`config.mk`:
```
export PLATFORM = sky130hd
export DESIGN_NAME = score_display_driver
export DESIGN_NICKNAME = d
export VERILOG_FILES = /design/src/rtl/score_disp_pkg.sv /design/src/rtl/score_display_driver_seg7_decoder.sv /design/src/rtl/score_display_driver.sv
export SDC_FILE = /design/constraint.sdc
export NUM_CORES = 1
export LEC_CHECK = 0
export BUFFER_PORTS_ARGS = -buffer_cell sky130_fd_sc_hd__buf_2
export CELL_PAD_IN_SITES_DETAIL_PLACEMENT = 0
export CELL_PAD_IN_SITES_GLOBAL_PLACEMENT = 2
export CORE_MARGIN = 5
export CORE_UTILIZATION = 39
export CTS_BUF_LIST = sky130_fd_sc_hd__clkbuf_2
export DETAILED_ROUTE_END_ITERATION = 8
export GPL_ROUTABILITY_DRIVEN = 0
export PLACE_DENSITY_LB_ADDON = 0.1
export REMOVE_ABC_BUFFERS = 1
export SLEW_MARGIN = 5
export SYNTH_ARGS = -nofsm -noshare
export SYNTH_HDL_FRONTEND = slang
export SYNTH_SLANG_ARGS = --single-unit
```
`constraint.sdc`:
```
create_clock -name clk -period 2.7 [get_ports clk]
set_input_delay 0.54 -clock clk [delete_from_list [all_inputs] [get_ports clk]]
set_output_delay 0.54 -clock clk [all_outputs]
set_load 0.02 [all_outputs]
```
`src/rtl/score_disp_pkg.sv`:
```
// -----------------------------------------------------------------------------
// score_disp_pkg
// Shared definitions for the score display driver:
//   - state_e    : conversion FSM state encoding
//   - SEG_BLANK  : all segments off (active-low)
//   - SEG_TABLE  : BCD digit -> active-low segment code, seg[6:0] = g,f,e,d,c,b,a
//   - CUR_BASE / HIGH_BASE : first display digit of each score
//   - dd_step()  : one double-dabble iteration on the {bcd, bin} working word
// -----------------------------------------------------------------------------
package score_disp_pkg;

  typedef enum logic [1:0] {
    ST_IDLE,
    ST_CONV_CUR,
    ST_CONV_HIGH,
    ST_COMMIT
  } state_e;

  localparam int BIN_W  = 8;
  localparam int BCD_W  = 12;
  localparam int WORK_W = BCD_W + BIN_W;

  localparam logic [6:0] SEG_BLANK = 7'h7F;

  // Indexed directly by the 4-bit BCD value; codes 10..15 never occur but
  // decode to blank so the table covers the full index range.
  localparam logic [15:0][6:0] SEG_TABLE = {
    SEG_BLANK, SEG_BLANK, SEG_BLANK, SEG_BLANK, SEG_BLANK, SEG_BLANK,
    7'h10,  // 9
    7'h00,  // 8
    7'h78,  // 7
    7'h02,  // 6
    7'h12,  // 5
    7'h19,  // 4
    7'h30,  // 3
    7'h24,  // 2
    7'h79,  // 1
    7'h40   // 0
  };

  localparam logic [2:0] CUR_BASE  = 3'd0;
  localparam logic [2:0] HIGH_BASE = 3'd4;

  // Add 3 to every BCD nibble >= 5, then shift the whole {bcd, bin} word left.
  // Nibbles never exceed 9 before the adjust, so the +3 cannot carry out.
  function automatic logic [WORK_W-1:0] dd_step(input logic [WORK_W-1:0] w);
    logic [WORK_W-1:0] t;
    t = w;
    for (int i = 0; i < 3; i++) begin
      if (t[BIN_W + 4*i +: 4] >= 4'd5) begin
        t[BIN_W + 4*i +: 4] = t[BIN_W + 4*i +: 4] + 4'd3;
      end
    end
    return t << 1;
  endfunction

endpackage

```
`src/rtl/score_display_driver_seg7_decoder.sv`:
```
// -----------------------------------------------------------------------------
// seg7_decoder
// Combinational BCD digit to active-low seven-segment code.
// Ports:
//   bcd   in  4  BCD digit 0..9
//   blank in  1  force all segments off
//   seg   out 7  active-low segments, seg[6:0] = g,f,e,d,c,b,a
// -----------------------------------------------------------------------------
module seg7_decoder
  import score_disp_pkg::*;
(
  input  logic [3:0] bcd,
  input  logic       blank,
  output logic [6:0] seg
);

  always_comb begin
    seg = blank ? SEG_BLANK : SEG_TABLE[bcd];
  end

endmodule

```
`src/rtl/score_display_driver.sv`:
```
// -----------------------------------------------------------------------------
// score_display_driver
// Renders the live score and the high score on an 8-digit common-anode
// seven-segment display. Each score is converted to 3 BCD digits by a
// sequential double-dabble FSM (8 cycles per score, then an atomic commit),
// and the digits are time-multiplexed by a refresh divider.
//
// Digit map (an[0] rightmost): 0..2 current ones/tens/hundreds, 3 blank,
//                              4..6 high ones/tens/hundreds, 7 blank.
//
// Build option: define SCORE_LEADING_ZERO_BLANK_EN to blank leading zeros of
// each score (hundreds when 0, tens when hundreds and tens are 0).
//
// Parameters:
//   SCORE_W     width of each score input (fixed at 8)
//   REFRESH_DIV clk cycles each digit stays lit (>= 2)
// Ports:
//   clk           in  1  system clock
//   rst_n         in  1  synchronous active-low reset
//   current_score in  8  live score, binary
//   high_score    in  8  high score, binary
//   an            out 8  digit anodes, active-low
//   seg           out 7  segments, active-low, g..a
//   dp            out 1  decimal point, active-low, always off
//   busy          out 1  conversion in flight
// -----------------------------------------------------------------------------
module score_display_driver
  import score_disp_pkg::*;
#(
  parameter int SCORE_W     = 8,
  parameter int REFRESH_DIV = 100000
) (
  input  logic               clk,
  input  logic               rst_n,
  input  logic [SCORE_W-1:0] current_score,
  input  logic [SCORE_W-1:0] high_score,
  output logic [7:0]         an,
  output logic [6:0]         seg,
  output logic               dp,
  output logic               busy
);

  localparam int CNT_W = (REFRESH_DIV > 2) ? $clog2(REFRESH_DIV) : 1;

  // Conversion datapath
  state_e              state_q, state_d;
  logic [2:0]          iter_q, iter_d;
  logic [WORK_W-1:0]   work_q, work_d;
  logic [WORK_W-1:0]   step_w;
  logic [BCD_W-1:0]    res_cur_q, res_cur_d;
  logic [SCORE_W-1:0]  cap_cur_q, cap_cur_d;
  logic [SCORE_W-1:0]  cap_high_q, cap_high_d;
  logic [BCD_W-1:0]    disp_cur_q, disp_cur_d;
  logic [BCD_W-1:0]    disp_high_q, disp_high_d;
  logic                busy_q, busy_d;

  // Refresh / output path
  logic [CNT_W-1:0]    refresh_cnt_q, refresh_cnt_d;
  logic [2:0]          digit_idx_q, digit_idx_d;
  logic [7:0]          an_q, an_d;
  logic [6:0]          seg_q, seg_d;

  logic [BCD_W-1:0]    sel_bcd;
  logic [2:0]          sel_pos;
  logic [3:0]          sel_digit;
  logic                sel_blank;
  logic [6:0]          dec_seg;

  assign step_w = dd_step(work_q);

  // Conversion FSM next state. Inputs that change while busy are not queued:
  // the IDLE compare against the captured pair picks them up afterwards.
  always_comb begin
    // NOTE: every signal assigned here gets a default first so no path can
    // leave it unassigned and infer a latch.
    state_d     = state_q;
    iter_d      = iter_q;
    work_d      = work_q;
    res_cur_d   = res_cur_q;
    cap_cur_d   = cap_cur_q;
    cap_high_d  = cap_high_q;
    disp_cur_d  = disp_cur_q;
    disp_high_d = disp_high_q;
    busy_d      = busy_q;

    case (state_q)
      ST_IDLE: begin
        if (current_score != cap_cur_q || high_score != cap_high_q) begin
          cap_cur_d  = current_score;
          cap_high_d = high_score;
          work_d     = {{BCD_W{1'b0}}, current_score};
          busy_d     = 1'b1;
          state_d    = ST_CONV_CUR;
        end
      end

      ST_CONV_CUR: begin
        work_d = step_w;
        iter_d = iter_q + 3'd1;
        if (iter_q == 3'd7) begin
          // Park the current-score result and reuse the working word.
          res_cur_d = step_w[WORK_W-1:BIN_W];
          work_d    = {{BCD_W{1'b0}}, cap_high_q};
          state_d   = ST_CONV_HIGH;
        end
      end

      ST_CONV_HIGH: begin
        work_d = step_w;
        iter_d = iter_q + 3'd1;
        if (iter_q == 3'd7) begin
          state_d = ST_COMMIT;
        end
      end

      ST_COMMIT: begin
        // Both scores land on the same edge so the display is always a
        // coherent pair.
        disp_cur_d  = res_cur_q;
        disp_high_d = work_q[WORK_W-1:BIN_W];
        busy_d      = 1'b0;
        state_d     = ST_IDLE;
      end

      default: state_d = ST_IDLE;
    endcase
  end

  // Digit selection for the currently lit position.
  always_comb begin
    sel_bcd   = disp_cur_q;
    sel_pos   = digit_idx_q - CUR_BASE;
    sel_digit = 4'd0;
    sel_blank = 1'b0;

    if (digit_idx_q >= HIGH_BASE) begin
      sel_bcd = disp_high_q;
      sel_pos = digit_idx_q - HIGH_BASE;
    end

    case (sel_pos)
      3'd0:    sel_digit = sel_bcd[3:0];
      3'd1:    sel_digit = sel_bcd[7:4];
      3'd2:    sel_digit = sel_bcd[11:8];
      default: sel_blank = 1'b1;
    endcase

`ifdef SCORE_LEADING_ZERO_BLANK_EN
    if (sel_pos == 3'd2 && sel_bcd[11:8] == 4'd0) sel_blank = 1'b1;
    if (sel_pos == 3'd1 && sel_bcd[11:4] == 8'd0) sel_blank = 1'b1;
`endif
  end

  seg7_decoder u_seg7_decoder (
    .bcd   (sel_digit),
    .blank (sel_blank),
    .seg   (dec_seg)
  );

  // Refresh divider and registered anode/segment outputs. an and seg are
  // computed from the same digit index so they always change together.
  always_comb begin
    refresh_cnt_d = refresh_cnt_q + CNT_W'(1);
    digit_idx_d   = digit_idx_q;
    if (refresh_cnt_q == CNT_W'(REFRESH_DIV - 1)) begin
      refresh_cnt_d = '0;
      digit_idx_d   = digit_idx_q + 3'd1;
    end
    an_d  = ~(8'd1 << digit_idx_q);
    seg_d = dec_seg;
  end

  always_ff @(posedge clk) begin
    // NOTE: state elements use non-blocking assignments so every flop samples
    // the pre-edge values of the others regardless of statement order.
    if (!rst_n) begin
      // NOTE: the working word and parked result are reset too, so a reset
      // mid-conversion cannot leak a partial result into a later commit.
      state_q       <= ST_IDLE;
      iter_q        <= '0;
      work_q        <= '0;
      res_cur_q     <= '0;
      cap_cur_q     <= '0;
      cap_high_q    <= '0;
      disp_cur_q    <= '0;
      disp_high_q   <= '0;
      busy_q        <= 1'b0;
      refresh_cnt_q <= '0;
      digit_idx_q   <= '0;
      an_q          <= 8'hFF;
      seg_q         <= SEG_BLANK;
    end else begin
      state_q       <= state_d;
      iter_q        <= iter_d;
      work_q        <= work_d;
      res_cur_q     <= res_cur_d;
      cap_cur_q     <= cap_cur_d;
      cap_high_q    <= cap_high_d;
      disp_cur_q    <= disp_cur_d;
      disp_high_q   <= disp_high_d;
      busy_q        <= busy_d;
      refresh_cnt_q <= refresh_cnt_d;
      digit_idx_q   <= digit_idx_d;
      an_q          <= an_d;
      seg_q         <= seg_d;
    end
  end

  assign an   = an_q;
  assign seg  = seg_q;
  assign dp   = 1'b1;
  assign busy = busy_q;

endmodule

```
; ---- Yosys cells after proc, flatten, opt, wreduce, memory -nomap -nowiden
; Memory sizes are Yosys's and may differ from the RTL's. A register that Yosys moved wholly into a read port is not among the register bits.
; Index checks and enable logic that the tools add are counted.
[word_totals]
register_bits = 106
romBits = 112
in_bits = 18
output_inout_bits = 17
word_cells = 69
mem_count = 1
[memory_table]
columns = name, depth, width, read_ports, rd_ports_with_merged_regs, wr, line
row1 = (no name shown), 16, 7, 1, 1, 0, score_display_driver_seg7_decoder.sv:18  ; seg = blank ? SEG_BLANK : SEG_TABLE[bcd];
[classes]
addsub = 7
n_lt_le_gt_ge = 4
eq_ne = 12
n_shift = 1
muxes = 15
n_bitwise = 2
n_reduce_logical = 15
[ops]
columns = operator, count
row1 = case mux 20 bit (3 select lines), 1
row2 = two-way mux 20 bit, 2
row3 = adder 17 x 1 -> 17 bit (second input constant), 1
row4 = == test 17 bit (second input constant), 1
row5 = != test 8 bit, 2
row6 = greater-or-equal comparator 4 x 3 -> 1 bit (second input constant), 3
row7 = two-way mux 12 bit, 1
row8 = case mux 4 bit (3 select lines), 1
row9 = AND reduction 2 bit, 5
row10 = adder 4 x 2 -> 4 bit (second input constant), 2
row11 = two-way mux 4 bit, 2
row12 = inverter 8 bit, 1
row13 = case mux 2 bit (4 select lines), 1
row14 = left shift 1 x 3 -> 8 bit (first input constant), 1
row15 = adder 3 x 1 -> 3 bit (second input constant), 2
row16 = two-way mux 2 bit, 3
row17 = two-way mux 3 bit, 2
row18 = != test 2 bit (second input constant), 3
row19 = == test 2 bit (second input constant), 2
row20 = OR reduction 2 bit, 2
row21 = adder 3 x 2 -> 3 bit (second input constant), 1
row22 = == test 3 x 1 -> 1 bit (second input constant), 1
row23 = == test 3 x 2 -> 1 bit (second input constant), 1
row24 = == test 3 bit (second input constant), 1
row25 = 14 further kinds, 14

; ---- Depth between registers and ports, before layout
; Gate-level depths: netlist of run 1.
[logic_depth]
depth_word = 6
mapped_depth = 11
ltp_nobuf = 10

; ---- Cells and area by module
; A second synthesis of run 1 with hierarchy kept.
[unflattened]
cells_unflattened = 585
hier_area_um2 = 5311.3
[modules_own_cells]
columns = mod, n_inst, cells_each, area_each_um2, seq_area_each_um2
row1 = score_display_driver, 1, 552, 5076.1, 2262.2
row2 = seg7_decoder, 1, 33, 235.2, 0.0

; ---- Least setup slack after synthesis of run 1
; OpenSTA, ideal clock, no wires.
[synth_path]
path_type = register to register
start = register digit_idx_q[0]
end = register seg_q[4], in the netlist seg[4]
setup_ps = 120
t_arrival_ps = 2062
required_time_ps = 2580
path_slack_ps = 518
path_stages_with_launch = 11
path_buffers = 1
synth_period_minus_slack_ps = 2182
cell_sequence = dfxtp_1 -> inv_1 -> ha_1 -> clkbuf_1 -> and3b_1 -> a211oi_1 -> o211ai_1 -> inv_1 -> ha_1 -> mux2i_1 -> a211o_1
[synth_between]
elab_chain_len = 6
word_cells_on_any_way = 11
cone_classes = 1 x add/sub / 1 x order compare / 2 x eq/ne / 3 x mux / 4 x reduce/logical
[synth_lines]
columns = item, line
row1 = "start, declared", score_display_driver.sv:59  ; logic [2:0] digit_idx_q, digit_idx_d;
row2 = "start signal, assigned", score_display_driver.sv:203  ; digit_idx_q <= digit_idx_d;
row3 = subtractor 3 bit / greater-or-equal comparator 3 bit (equally long branches), "score_display_driver.sv:138, score_display_driver.sv:136"
row4 = two-way mux 3 bit, score_display_driver.sv:136  ; if (digit_idx_q >= HIGH_BASE) begin
row5 = "== test 3 x 2 -> 1 bit, or another cell as far along", score_display_driver.sv:141  ; case (sel_pos)
row6 = OR reduction 3 bit (no source line), -
row7 = AND reduction 2 bit (no source line), -
row8 = zero test 1 bit (no source line), -
row9 = "end, declared", score_display_driver.sv:61  ; logic [6:0] seg_q, seg_d;
; Several ways; a longest one is shown, not always the timed one.
; A chain may end at the register's enable or synchronous reset.

; ---- Final worst setup path of run 1
; Same ends and word-level chain as after synthesis.

==> summary.md, run 1 <==
| Metric | Value |
|---|---|
| Setup bufs post-CTS | 0 |
| Top_reg_cell synth | dfxtp_1 |
| TritonCTS buffer count | 17 |
| Req. time, crit path | 3.28 ns |
| Initial antenna violation count | 0 |
| Max Root-Sink Buffers | 2 |
| # Max-Cap Violations | 0 |
| First-pass detailed-route iteration total | 4 |
| IO Count | 35 |
| Final Max Tran Viols | 0 |
| Post-cts resize count | 0 |
| Die Height | around 130 µm |
| Wire per inst | ~14 µm |
| Largest cells by area after synthesis | dfxtp_1, mux2i_1, nor2_1, ha_1, nand2_1 |
| Ys async rst share | 0% |
| IO Port Bufs | 33 |
| Seq/Total Area, Yosys | approximately 42% |
| Vias per std cell | approximately 5 |
| Synth Area per Inst | 8.93 µm² |
| Die Footprint | between 15000 and 20000 µm² |
| Layout Utilization | between 40 and 50% |
| Seq cells post-synth | roughly 110 |
| Pwr dens | between 600 and 700 nW/µm² |
| Worst-path maximum fanout | 10 |
| Post-synth top area cell | dfxtp_1 |
| Final setup TNS | 0 ns |
| Synth warnings | 0 |
| Vias in the first global route | between 3000 and 4000 |
| Highest Clock Rate | just over 0.4 GHz |
| Setup CP Type | flop to flop |
| Starting DRT DRC Count | 289 |
| Detail Route Antenna Nets | 0 |
| Nets@finish | 669 |
| Tcrit/Tclk final | 90.0% |
| Hold slack | roughly 0.12 ns |
| Final hold violation count | 0 |
| Ant diodes | 0 |
| Element type at the critical path end | flop |
| EDFF count, synth | 0 |
| Crit path time final | 2.43 ns |
| Total power draw | 3.82 mW |
| Transition time of the tightest slew-check pin | between 0.6 and 0.7 ns |
| Synth top area share | a little over two fifths |
| Status | finished clean |
| RSZ-0062 raised after global routing | no |
| Total leakage power | approximately 2.3 nW |
| Cells after Synth | ~600 |
| Largest net degree at the start of global routing | 61 |
| CTS Sinks | 113 |
| # setup viols final | 0 |
| Worst-Skew Late Latency | roughly 0.67 ns |
| Setup Skew | roughly 0.018 ns |
| Routed wire length | approximately 12000 µm |
| Starting Density | between 30% and 40% |
| Cell Count, Final, Fillers Out | 813 |
| CP Launch Type | flop |
| Arrival time worst endpoint | roughly 3 ns |
| Core area | about 13000 µm² |
| Die width | around 130 µm |
| First-pass GRT wire length | approximately 19000 µm |
| Slew margin rel. | between 50% and 60% |
| CTS tree | built |
| H-tree levels | 4 |
| Grt total ovfl | 0 |
| GRT Util Overall | between 15 and 20% |
| Reg clk slew, reported paths | between 0.15 and 0.2 ns |
| Cell area after synthesis | 5330 µm² |
| Post-CTS Hold Buffers | 0 |
| DP Cell Count | 783 |
| Remaining routing DRC violations | 0 |
| Cell row count | 42 |
| Layout Area Growth over Synthesis | 8.45% |
| Via count | 4046 |
| Hold crit path type | input port to flop |
| Layout cells sized above 1 | between 10% and 20% |
| Hpwl dp | roughly 8000 µm |
| VDD IR max | roughly 0.00042 V |
| Synth cell types | 51 |
| Root buf cell | clkbuf_2 |
[worst max-delay path, stage by stage, from the launching register on]
cell and delay, ns:
dfxtp_1 0.43, inv_1 0.09, ha_1 0.33, and3b_1 0.24, a211oi_1 0.29, o211ai_1 0.22
inv_1 0.16, ha_1 0.19, mux2i_1 0.08, a211o_1 0.32
[where the power goes]
part	total (mW)	switching [mW]	internal (mW)
Clock	0.816	0.613	0.202
Sequential	1.92	0.103	1.82
Combinational	1.08	0.601	0.484
Total	3.82	1.32	2.50
[kinds of logic (layout without fill, tap and decap cells)]
family                   count (synthesis)  count (layout)  share of synthesized area, %
AND/OR/NAND/NOR                        219             219                          17.8
flip-flops                             113             113                          42.4
adder cells (fa/ha/maj)                 25              25                          5.87
buffers and inverters                   53              93                          4.62
multiplexers                            72              72                          13.6
other                                    1               1                        0.0703
AO/OA/AOI/OAI                           78              78                          9.72
XOR/XNOR                                36              36                          5.91
[routing by layer]
| layer | track usage, % | vias to the layer above | wire (µm) |
|---|---|---|---|
| met1 | 18.9 | 1869 | 5620 |
| li1 | - | 2078 | - |
| met3 | 4.20 | 27 | 431 |
| met2 | 23.9 | 72 | 5170 |
| met4 | 7.26 | 0 | 343 |
| met5 | 0 | - | 0 |
[placed cells by master (no fill, tap or decap), drive strengths merged, types with 2 or more instances in the layout]
cell type,netlist,final
clkbuf,23,18
a211oi,4,4
xnor2,26,26
a21oi,19,19
nand3,23,23
mux2,4,4
nor3,9,9
and3,2,2
a21o,4,4
nand2,78,78
nor4,2,2
clkinv,1,12
ha,25,25
dfxtp,113,113
inv,16,16
nand2b,6,6
mux2i,68,68
a21boi,8,8
a211o,2,2
xor2,10,10
o211ai,2,2
o21ai,19,19
buf,13,46
o2bb2ai,7,7
a31oi,3,3
nor2,85,85
a222oi,2,2
nand4,7,7
[sequential cells by signal (all words and copies together), names as in the netlist, 7 cells and up]
name,cells
an,8
cap_cur_q,8
seg,7
disp_high_q,12
refresh_cnt_q,17
res_cur_q,12
work_q,20
disp_cur_q,12
cap_high_q,8
[synth_stat cells, types with 2 or more instances]
library cell  count
and3_1            2
buf_6             2
a31oi_1           3
buf_4             3
nand2_1          78
mux2_2            4
nand3_1          23
xnor2_1          26
clkbuf_1         23
a211o_1           2
nand4_1           7
nor3_1            9
mux2i_1          68
a211oi_1          3
buf_2             4
a222oi_1          2
buf_1             3
o211ai_1          2
nand2b_1          6
xor2_1           10
inv_1            16
a21o_2            3
nor2_1           85
o2bb2ai_1         7
o21ai_0          19
ha_1             25
a21oi_1          19
a21boi_0          8
dfxtp_1         113
[final timing paths]
check / end / cells after the start / slack, ns / start
hold / removal: cap_high_q[2] / 3 / 0.12 / high_score[2]
setup reg to reg: seg[4] / 9 / 0.27 / digit_idx_q[0]
hold reg to reg: res_cur_q[2] / 2 / 0.47 / res_cur_q[2]
setup / recovery: seg[4] / 9 / 0.27 / digit_idx_q[0]
[cell type report]
type	count	area [µm²]
Fill cell	1367	7570
Multi-Input combinational cell	431	2830
Sequential cell	113	2260
Timing Repair Buffer	46	263
Tap cell	176	220
Clock buffer	18	90.1
Inverter	17	63.8
Clock inverter	12	52.6
[through the flow]
| stage | worst slack (ns) | instance area [µm²] |
|---|---|---|
| CTS | 0.276 | 5780 |
| global placement | 0.418 | 5640 |
| finish | 0.270 | 5780 |
| detailed placement | 0.293 | 5640 |
| global route | 0.0763 | 5780 |
| floorplan | -1.27 | 5150 |
(Power assumes the default switching activity.)
==> run 2, diff against run 1 <==
--- a/config.mk
+++ b/config.mk
@@ -6,13 +6,12 @@
 export NUM_CORES = 1
 export LEC_CHECK = 0
 export BUFFER_PORTS_ARGS = -buffer_cell sky130_fd_sc_hd__buf_2
+export CAP_MARGIN = 30
 export CELL_PAD_IN_SITES_DETAIL_PLACEMENT = 0
 export CELL_PAD_IN_SITES_GLOBAL_PLACEMENT = 2
 export CORE_MARGIN = 5
-export CORE_UTILIZATION = 39
-export CTS_BUF_LIST = sky130_fd_sc_hd__clkbuf_2
+export CORE_UTILIZATION = 38
 export DETAILED_ROUTE_END_ITERATION = 8
-export GPL_ROUTABILITY_DRIVEN = 0
 export PLACE_DENSITY_LB_ADDON = 0.1
 export REMOVE_ABC_BUFFERS = 1
 export SLEW_MARGIN = 5
==> summary.md, run 2 (same netlist as run 1, synthesis figures left out) <==
| Metric | Value |
|---|---|
| Starting DRT DRC Count | approximately 170 |
| Hold crit path type | input port to flop |
| Setup CP Type | flop to flop |
| Cell Count, Final, Fillers Out | approximately 820 |
| Vias in the first global route | 4018 |
| Max reg flops | 20 |
| VDD IR max | 0.000453 V |
| Post-CTS Hold Buffers | 0 |
| Switch share | 27.5% |
| Largest net degree at the start of global routing | 61 |
| Root buf cell | clkbuf_16 |
| Worst-path maximum fanout | 11 |
| Most frequent cells in the layout | dfxtp_1, nor2_1, nand2_1 |
| Most common cell after layout, fill and taps aside | dfxtp_1 |
| First-pass GRT wire length | 19900 µm |
| Arrival time worst endpoint | around 2.7 ns |
| Reg2reg setup slack | 0.26 ns |
| Cell row count | 43 |
| Highest Clock Rate | between 0.4 and 0.5 GHz |
| Worst path slowest cell | a222oi_1 |
| GRT Util Overall | roughly 15% |
| Core area | around 14000 µm² |
| RSZ-0062 raised after global routing | no |
| First-pass detailed-route iteration total | 7 |
| Power share of the clock group | between 40% and 50% |
| Req. time, crit path | approximately 3.0 ns |
| IO Port Bufs | 33 |
| Status | finished clean |
| Slew margin rel. | a little over half |
| Crit path time final | 2.44 ns |
| Sequential fraction of design power | 37.2% |
| Pwr dens | 831 nW/µm² |
| Ant diodes | 0 |
| Setup Skew | approximately 0.008 ns |
| Detail Route Antenna Nets | 0 |
| Routed wire length | roughly 12000 µm |
| Grt total ovfl | 0 |
| Critical path cell sequence | inv_1 -> ha_1 -> a222oi_1 -> mux2_2 -> o2111ai_1 -> a21oi_1 -> o21ai_0 |
| CTS tree | built |
| Nets@finish | around 670 |
| Internal | between 3 and 4 mW |
| IO Count | 35 |
| CP Launch Type | flop |
| Via count | just over 4000 |
| Post-cts resize count | 0 |
| Die Height | approximately 130 µm |
| Worst-Skew Late Latency | 0.41 ns |
| # Max-Cap Violations | 0 |
| Combinational power share | 20.8% |
| Total leakage power | 2.44 nW |
| H-tree levels | 4 |
| Wire per inst | about 14 µm |
| Max Root-Sink Buffers | 2 |
| Reg clk slew, reported paths | 0.05 ns |
| DP Cell Count | about 790 |
| Most flop-heavy register | work_q |
| # setup viols final | 0 |
| Initial antenna violation count | 0 |
| Final setup TNS | 0 ns |
| CTS Sinks | between 100 and 150 |
| Die width | approximately 130 µm |
| Total power draw | about 5.2 mW |
| Transition time of the tightest slew-check pin | between 0.6 and 0.7 ns |
| Die Footprint | approximately 16000 µm² |
| Final hold violation count | 0 |
| Layout Area Growth over Synthesis | 16.7% |
| Starting Density | between 30 and 40% |
| Tcrit/Tclk final | 90.2% |
| TritonCTS buffer count | 17 |
| P_sw | between 1 and 1.5 mW |
| Final Max Tran Viols | 0 |
| CP peak stage delay | 0.40 ns |
| Layout cells sized above 1 | about an eighth |
| Biggest regs | work_q (20), refresh_cnt_q (17) |
| RePlAce Congestion | approximately 0.74 |
| Setup bufs post-CTS | 0 |
| Vias per std cell | between 4 and 5 |
| Remaining routing DRC violations | 0 |
| Hpwl dp | just over 8000 µm |
| Element type at the critical path end | flop |
[run 2: final cells by class]
type	count	area (µm²)
sequential	113	2260
tap	180	225
inverter	17	63.8
fill	1389	7610
multi-input combinational	431	2830
clock inverter	5	75.1
timing repair buffer	44	260
clock buffer	27	503
[run 2: stage by stage]
step | util, % | hold slack [ns] | setup WS (ns) | area [µm²]
6_report | 45.0 | 0.386 | 0.264 | 6220
5_1_grt | 45.0 | 0.377 | 0.0644 | 6220
4_1_cts | 45.0 | 0.373 | 0.265 | 6220
3_5_place_dp | 40.8 | 0.449 | 0.267 | 5640
3_3_place_gp | 40.8 | 0.444 | 0.417 | 5640
2_1_floorplan | - | 0.430 | -1.27 | 5150
[run 2: per-layer routing]
metal  vias up  GRT usage, %  share of wire, %
met4         0          5.31               1.3
li1       2069             -                 -
met5         -             0                 0
met1      1885          19.3                47
met2        57          25.1                47
met3        13          4.65               4.2
[run 2: worst paths after layout]
| path | cells past startpoint | end | from |
|---|---|---|---|
| worst max-delay path | 7 | seg[3] | digit_idx_q[0] |
| worst min-delay path | 3 | cap_high_q[1] | high_score[1] |
| worst max register to register | 7 | seg[3] | digit_idx_q[0] |
| worst min register to register | 2 | res_cur_q[6] | res_cur_q[6] |
[run 2: power groups by stage]
stage / registers [mW] / logic, mW / clock network, mW
global placement: 1.95 / 1.08 / 0
global route: 1.95 / 1.19 / 2.32
finish: 1.92 / 1.07 / 2.18
CTS: 1.92 / 1.09 / 2.23
detailed placement: 1.96 / 1.09 / 0
floorplan: 1.95 / 0.809 / 0
[run 2: critical path: cells and delay by family (launching register included)]
kind                     cells  cell delay (ns)
buffers and inverters        1             0.09
multiplexers                 1             0.35
adder cells (fa/ha/maj)      1             0.35
flip-flops                   1             0.39
AO/OA/AOI/OAI                4             1.11
==> run 3, diff against run 2 <==
--- a/config.mk
+++ b/config.mk
@@ -5,12 +5,13 @@
 export SDC_FILE = /design/constraint.sdc
 export NUM_CORES = 1
 export LEC_CHECK = 0
+export ABC_AREA = 1
 export BUFFER_PORTS_ARGS = -buffer_cell sky130_fd_sc_hd__buf_2
 export CAP_MARGIN = 30
 export CELL_PAD_IN_SITES_DETAIL_PLACEMENT = 0
 export CELL_PAD_IN_SITES_GLOBAL_PLACEMENT = 2
 export CORE_MARGIN = 5
-export CORE_UTILIZATION = 38
+export CORE_UTILIZATION = 34
 export DETAILED_ROUTE_END_ITERATION = 8
 export PLACE_DENSITY_LB_ADDON = 0.1
 export REMOVE_ABC_BUFFERS = 1
==> summary.md, run 3 <==
| Metric | Value |
|---|---|
| Most flop-heavy register | work_q |
| Max Root-Sink Buffers | 2 |
| R2r worst-path depth | 12 |
| Reg2reg setup slack | approximately 0.51 ns |
| Arrival time worst endpoint | roughly 2.5 ns |
| CTS Sinks | between 100 and 150 |
| Layout cells sized above 1 | between 10% and 20% |
| Status | finished clean |
| FF-to-FF Start | digit_idx_q[0] |
| Cell Count, Final, Fillers Out | about 1100 |
| Synth warnings | 0 |
| RR Endpoint | seg[3] |
| First-pass detailed-route iteration total | 4 |
| Core area | about 16000 µm² |
| Die Height | between 100 and 150 µm |
| Starting DRT DRC Count | around 170 |
| Seq cells post-synth | 113 |
| IO Port Bufs | 33 |
| Setup CP Type | flop to flop |
| Setup Skew | between 0.007 and 0.008 ns |
| Root buf cell | clkbuf_16 |
| Slew margin rel. | 50.3% |
| Synth Area per Inst | between 6 and 7 µm² |
| Ant diodes | 0 |
| Largest cells by area after synthesis | dfxtp_1, nand2_1, nor2_1, a21oi_1, inv_1 |
| Vias in the first global route | approximately 4300 |
| Nets@finish | ~870 |
| RSZ-0062 raised after global routing | no |
| Post-synth top area cell | dfxtp_1 |
| Starting Density | between 30% and 40% |
| Post-CTS Hold Buffers | 0 |
| Final setup TNS | 0 ns |
| Worst path bufs/invs | 3 |
| Hold slack | about 0.39 ns |
| Biggest regs | work_q (20), refresh_cnt_q (17) |
| Most frequent cells in the layout | nand2_1, nor2_1, dfxtp_1 |
| Element type at the critical path end | flop |
| Initial antenna violation count | 0 |
| Post-cts resize count | 0 |
| Synth cell types | 36 |
| Critical Path Most Common Cell | nand2_1 |
| CP Launch Type | flop |
| IO Count | 35 |
| # Max-Cap Violations | 0 |
| RePlAce Congestion | ~0.8 |
| Die width | roughly 140 µm |
| Wire per inst | around 13 µm |
| First-pass GRT wire length | 21500 µm |
| Worst-path maximum fanout | 5 |
| Highest Clock Rate | 0.457 GHz |
| Grt total ovfl | 0 |
| Tcrit/Tclk final | between 80% and 90% |
| Die Footprint | 18800 µm² |
| Place WS | 0.507 ns |
| H-tree levels | 4 |
| Worst-Skew Late Latency | 0.41 ns |
| GRT Util Overall | ~15% |
| Vias per std cell | between 4 and 5 |
| Via count | approximately 4800 |
| DP Cell Count | 1019 |
| Reg clk slew, reported paths | approximately 0.060 ns |
| Max reg flops | 20 |
| TritonCTS buffer count | 17 |
| Top_reg_cell synth | dfxtp_1 |
| Final hold violation count | 0 |
| Transition time of the tightest slew-check pin | approximately 0.75 ns |
| Final WS setup | approximately 0.51 ns |
| Cells after Synth | roughly 800 |
| Commonest cells post-synth | nand2_1, nor2_1, dfxtp_1 |
| Largest net degree at the start of global routing | between 40 and 50 |
| Detail Route Antenna Nets | 0 |
| Critical path cell sequence | inv_1 -> ha_1 -> nand2_1 -> inv_2 -> nand2_1 -> nand2_1 -> nor3_2 -> inv_1 -> ha_1 -> or2_1 -> nand3_1 -> nand2_1 |
| Most instantiated library cell after synthesis | nand2_1 |
| Layout Area Growth over Synthesis | 17.1% |
| Hold worst-path end | cap_high_q[0] |
| Critical path's top delay family | simple AND/OR/NAND/NOR gates |
| Seq/Total Area, Yosys | 41.1% |
| EDFF count, synth | 0 |
| VDD IR max | roughly 0.00051 V |
| Cell row count | 46 |
| WHS Path Cells | 3 |
| Pwr dens | 1060 nW/µm² |
| Hold crit path type | input port to flop |
| Final Max Tran Viols | 0 |
| Hold_sp | high_score[0] |
| Ys async rst share | 0% |
| Cell area after synthesis | roughly 5500 µm² |
| # fillers | approximately 1700 |
| Req. time, crit path | around 3 ns |
| # setup viols final | 0 |
| Hpwl dp | between 9000 and 10000 µm |
| Total leakage power | ~3.0 nW |
| Remaining routing DRC violations | 0 |
| Worst path slowest cell | dfxtp_1 |
| Crit path time final | about 2.2 ns |
| Routed wire length | 13200 µm |
| Setup bufs post-CTS | 0 |
| CP peak stage delay | about 0.35 ns |
| Synth top area share | around two fifths |
| CTS tree | built |
| Most common cell after layout, fill and taps aside | nand2_1 |
==> run 3: worst max-delay path by stage <==
stage	slack, ns	depth (start not counted)	to	from
after floorplan	0.73	12	seg[3]	digit_idx_q[0]
after global placement	0.52	11	seg[3]	digit_idx_q[2]
after detailed placement	0.51	12	seg[3]	digit_idx_q[0]
after CTS	0.49	11	seg[3]	digit_idx_q[2]
after global routing	0.27	11	seg[3]	digit_idx_q[2]
final	0.51	12	seg[3]	digit_idx_q[0]
==> run 3: cells by family (layout without fill, tap and decap cells) <==
kind of cell,count (synthesis),after routing,share of synthesized area (%)
other cells,1,1,0.0681
fa+ha+maj,25,25,5.68
compound gates,148,148,13.9
buf+inv,132,171,9.75
flops,113,113,41.1
simple gates,366,366,27.7
xor+xnor,11,11,1.75
==> run 3: cell type report <==
type	count	area, µm²	area share (%)
inverters	99	372	5.76
clock inverters	12	163	2.52
repair buffers	40	218	3.38
clock buffers	20	457	7.08
multi-input cells	551	2710	42.0
well taps	216	270	4.19
flip-flops and latches	113	2260	35.1
==> run 3: where the power goes <==
part	leakage (nW)	switching, mW	internal [mW]
clock network	0.309	0.788	1.58
logic	1.76	1.39	0.735
registers	0.925	0.261	2.05
==> run 3: metal layers <==
| metal | part of all wire [%] | global-route usage [%] |
|---|---|---|
| met1 | 51 | 20.2 |
| met2 | 45 | 22.4 |
| met3 | 3.2 | 3.91 |
| met4 | 0.85 | 4.49 |
| met5 | 0 | 0 |
==> run 3: stage by stage <==
step,power [mW],util [%],area [µm²]
6_report,6.80,40.6,6450
5_1_grt,7.33,40.6,6450
4_1_cts,6.90,40.6,6450
3_5_place_dp,4.50,36.7,5830
3_3_place_gp,4.45,36.7,5830
2_1_floorplan,3.88,-,5340
==> run 3: worst min-delay path, cell delays in order <==
cell     delay, ns
buf_2         0.10
o21ai_1       0.06
nor2_1        0.07
